### src/rtl/accumulator_alu.sv
// SAP-1 accumulator with add/subtract ALU, registered C/Z/N/V flags and W-bus drive.
// Optional build macro: ACC_SAT_EN (saturating result instead of modular wrap).
module accumulator_alu #(
   parameter int WIDTH = 8
) (
   input  logic             clk,
   input  logic             clr,
   input  logic             La,
   input  logic             Lacc,
   input  logic             Su,
   input  logic             Lf,
   input  logic             Ea,
   input  logic             Eu,
   input  logic [WIDTH-1:0] busIn,
   input  logic [WIDTH-1:0] bIn,
   output logic [WIDTH-1:0] busOut,
   output logic             busEn,
   output logic [WIDTH-1:0] aOut,
   output logic [3:0]       flags,
   output logic             busErr
);

   logic [WIDTH-1:0] a_q, a_d;
   logic [3:0]       flags_q, flags_d;
   logic             bus_err_q, bus_err_d;

   logic [WIDTH:0]   b_ext_s;
   logic [WIDTH:0]   raw_s;
   logic [WIDTH-1:0] res_s;
   logic             carry_s;
   logic             ovf_s;
   logic             zero_s;
   logic             neg_s;

   // Raw two's-complement add/subtract; C and V always come from the unsaturated sum.
   always_comb begin
      b_ext_s = {1'b0, bIn};
      if (Su) begin
         b_ext_s = {1'b0, ~bIn} + {{WIDTH{1'b0}}, 1'b1};
      end else begin
         b_ext_s = {1'b0, bIn};
      end
      raw_s   = {1'b0, a_q} + b_ext_s;
      carry_s = raw_s[WIDTH];
      if (Su) begin
         ovf_s = (a_q[WIDTH-1] != bIn[WIDTH-1]) && (raw_s[WIDTH-1] != a_q[WIDTH-1]);
      end else begin
         ovf_s = (a_q[WIDTH-1] == bIn[WIDTH-1]) && (raw_s[WIDTH-1] != a_q[WIDTH-1]);
      end
   end

`ifdef ACC_SAT_EN
   // Clamp on unsigned carry (add) or borrow (subtract, C=0).
   always_comb begin
      res_s = raw_s[WIDTH-1:0];
      if (!Su && carry_s) begin
         res_s = {WIDTH{1'b1}};
      end else if (Su && !carry_s) begin
         res_s = {WIDTH{1'b0}};
      end else begin
         res_s = raw_s[WIDTH-1:0];
      end
   end
`else
   assign res_s = raw_s[WIDTH-1:0];
`endif

   assign zero_s = (res_s == {WIDTH{1'b0}});
   assign neg_s  = res_s[WIDTH-1];

   always_comb begin
      busOut = {WIDTH{1'b0}};
      if (Ea) begin
         busOut = a_q;
      end else if (Eu) begin
         busOut = res_s;
      end else begin
         busOut = {WIDTH{1'b0}};
      end
      busEn = Ea | Eu;
   end

   // Next state: flags always sample the pre-edge A, even when A is reloaded on the same edge.
   always_comb begin
      a_d       = a_q;
      flags_d   = flags_q;
      bus_err_d = bus_err_q;
      if (La) begin
         a_d = busIn;
      end else if (Lacc) begin
         a_d = res_s;
      end else begin
         a_d = a_q;
      end
      if (Lf) begin
         flags_d = {carry_s, zero_s, neg_s, ovf_s};
      end else begin
         flags_d = flags_q;
      end
      if (Ea && Eu) begin
         bus_err_d = 1'b1;
      end else begin
         bus_err_d = bus_err_q;
      end
   end

   always_ff @(posedge clk) begin
      if (clr) begin
         a_q       <= {WIDTH{1'b0}};
         flags_q   <= 4'b0000;
         bus_err_q <= 1'b0;
      end else begin
         a_q       <= a_d;
         flags_q   <= flags_d;
         bus_err_q <= bus_err_d;
      end
   end

   assign aOut   = a_q;
   assign flags  = flags_q;
   assign busErr = bus_err_q;

endmodule
### config.mk
export PLATFORM = sky130hd
export DESIGN_NAME = accumulator_alu
export DESIGN_NICKNAME = d
export VERILOG_FILES = /design/src/rtl/accumulator_alu.sv
export SDC_FILE = /design/constraint.sdc
export NUM_CORES = 1
export LEC_CHECK = 0
export ABC_AREA = 1
export BUFFER_PORTS_ARGS = -buffer_cell sky130_fd_sc_hd__buf_2
export CAP_MARGIN = 20
export CORE_MARGIN = 3
export CORE_UTILIZATION = 50
export CTS_CLUSTER_SIZE = 10
export DETAILED_ROUTE_END_ITERATION = 16
export GPL_TIMING_DRIVEN = 0
export HOLD_SLACK_MARGIN = 0.02
export PLACE_DENSITY = 0.8
export SYNTH_ARGS = -nofsm -noshare
export SYNTH_HDL_FRONTEND = slang
export SYNTH_SLANG_ARGS = --single-unit
### constraint.sdc
create_clock -name clk -period 2.5 [get_ports clk]
set_clock_uncertainty 0.2 [all_clocks]
set_input_delay 0 -clock clk [delete_from_list [all_inputs] [get_ports clk]]
set_output_delay 0 -clock clk [all_outputs]
set_load 0.01 [all_outputs]
==> metrics.txt <==
largest family of logic cells by synthesized area simple AND/OR/NAND/NOR gates; initial antenna violation count 0; Hold Path Sink flags[3]; Inserted Diodes 0; final hold violation count 0; slowest stage delay, CP between 0.5 and 0.6 ns; r2r startpoint aOut[0]; R2R Path End aOut[6]; All-Layer GR Usage approximately a quarter; Final HPWL DP ~2.8 mm; Final Wtd Congestion just under 0.8; postcts setup bufs 0; Hold Crit Start bIn[6]; simple-gate portion of the synthesized area 38.9%; largest net degree at the start of global routing 11; ys flop type dfxtp_1; hold depth 7; Placed Cells approximately 280; grt ovf 0; Starting DRT DRC Count 86; share of power burned in the clock network 17.3%; full die area 3290 um2; sw frac roughly two fifths; actual slew at the worst max-slew pin between 0.5 and 0.6 ns; Unique masters post-synth 33; CTS Buffer Depth 2; core area about 2400 um2; antenna-violating nets left 0; fin util 78.7%; CP Class reg -> reg; global-route wire length before repair approximately 6.8 mm; worst-path cell chain ha_1, inv_1, fa_2, inv_2, nand2_1, nand3_1, nand2_1, nand2_2, nand2_1, a31oi_1, dlygate4sd3_1; clk sinks 13; post-synth top area share 19.7%; status finished, final reports clean; layout cells sized above 1 between 20% and 30%; Area Growth Syn to Fin 40.9%; XOR/XNOR Fraction of Synth Area about 4.0%; vias per inst between 5 and 6; final-report setup violation count 0; drt total wl ~4.1 mm; I/O Buffers 42; fill count about 190; Worst Setup End Kind flop; slowest cell on the critical path dlygate4sd3_1; pwr dens between 400 and 500 nW/um2; Tcrit/Tclk final a little over nine tenths; worst path buffer plus inverter count 3; Reg power frac between 30% and 40%; flop and latch count out of synthesis 13; Comb pwr share a little over half; Die W between 50 and 60 um; fmax between 400 and 500 MHz; largest area contributor in the netlist dfxtp_1; Cell Count, Final, Fillers Out 313; Slew Limit Fails 0; P_sw roughly 330 uW; crit path launch type flop; Max-Cap Viols 0; most used cell, CP nand2_1; final net count 320; Top delay family on crit path buffers and inverters; CTS Buf Count 3; CTS tree yes; Chip Height around 57 um; Post-route DRC 0; root buffer cell clkbuf_4; complex-gate fraction of the synthesized area 14.4%; min cycle time layout approximately 2.4 ns; VDD IR-drop max around 0.35 mV; post-synthesis mux area share 0%; Initial Utilization between 50% and 60%; Synth Area in Adders between 10% and 20%; syn avg cell area 6.19 um2; Mapped Cells between 200 and 250; cell area after synthesis roughly 1300 um2; Max FO, Critical Path 3; Leakage a little over 0.001 uW; Worst-path clk slew roughly 0.080 ns; EDFF count, synth 0; wire per inst ~13 um; H-tree level count 1; drt first pass iters 5; Hold Crit Class in -> reg; cell-internal power between 400 and 500 uW; Worst R2R Path Depth 11; YS warnings 0; most numerous cell in the Yosys netlist nand2_1; # IOs between 40 and 50; Seq/Total Area, Yosys ~20%; Worst Path Required between 2 and 3 ns; vias in the first global route between 1500 and 2000; routed vias ~1600; synth top area cells dfxtp_1 (20%), nand2_1 (15%), inv_1 (11%); Post-Syn Nets roughly 250; WP data arrival approximately 2.4 ns; Post-synth ARST share 0%; synth cell count leaders nand2_1 (54), inv_1 (37), nor2_1 (20), nand3_1 (17), dfxtp_1 (13); FF-to-FF setup slack 0.14 ns; Slew HR approximately 62%; worst skew pair latency ~0.28 ns; num rows 17
## routing by layer
layer	GRT usage, %	routed length, um
met5	0	0
met3	5.20	289
met4	12.6	187
met1	30.1	1650
met2	45.0	2000
## worst max path at each step
stage	from	endpoint	cells past startpoint
3_3_place_gp	bIn[0]	flags[1]	15
3_5_place_dp	bIn[0]	flags[1]	15
2_1_floorplan	bIn[1]	flags[1]	14
5_1_grt	bIn[1]	aOut[7]	15
6_report	aOut[0]	aOut[6]	11
4_1_cts	aOut[0]	aOut[6]	11
## worst min-delay path, delay by kind of cell
family,cells,cell delay [ns]
AO/OA/AOI/OAI,2,0.20
buffers and inverters,3,0.20
AND/OR/NAND/NOR,2,0.09
## cell families (layout without fill, tap and decap cells)
family | after synthesis | after routing
compound gates | 32 | 32
xor+xnor | 6 | 6
fa+ha+maj | 10 | 10
buf+inv | 42 | 114
flops | 13 | 13
simple gates | 110 | 110
## repair_timing
action,4_1_cts,5_1_grt
resized for setup,0,5
setup endpoints to repair,0,3
hold endpoints to repair,13,0
hold buffers,26,0
## power groups by stage
stage	clock, uW	combinational, uW	sequential (uW)
after detailed placement	0	354	245
after global routing	148	456	244
after floorplan	0	247	249
after global placement	0	349	245
final	136	410	241
after CTS	135	394	240
## sequential cells by signal, summed over array words and instances (netlist names)
signal / count
aOut: 8
flags: 4
busErr: 1
## stage by stage
| stage | setup WS (ns) | hold WS (ns) | area, um2 | TNS [ns] | total power (uW) |
|---|---|---|---|---|---|
| 2_1_floorplan | 0.515 | -0.0935 | 1320 | 0 | 496 |
| 3_3_place_gp | 0.218 | 0.0663 | 1560 | 0 | 594 |
| 3_5_place_dp | 0.206 | 0.0678 | 1560 | 0 | 599 |
| 4_1_cts | 0.0663 | 0.0276 | 1850 | 0 | 770 |
| 5_1_grt | -0.000540 | 0.106 | 1860 | -0.000540 | 848 |
| 6_report | 0.145 | 0.0476 | 1860 | 0 | 787 |
## cells in the final DEF (no fill, tap or decap), drive strengths merged
cell	n
buf	44
dfxtp	13
o221ai	1
fa	1
o21bai	1
o21ai	10
xnor2	2
nor3	2
nand3	21
a21oi	10
dlygate4sd3	26
o22ai	3
nor2	21
xor2	4
a31oi	4
inv	38
clkbuf	6
nand2	62
o211ai	1
nand4	1
nand3b	1
a22oi	2
or2	2
ha	9
## area by class of cell
type	instances	area (um2)	area share (%)
inverter	38	143	7.68
multi-input combinational	158	895	48.1
tap	28	35.0	1.89
sequential	13	262	14.1
buffer	4	27.5	1.48
timing repair buffer	68	470	25.3
clock buffer	4	26.3	1.41
Note: power is estimated with default switching activity, not from simulation.
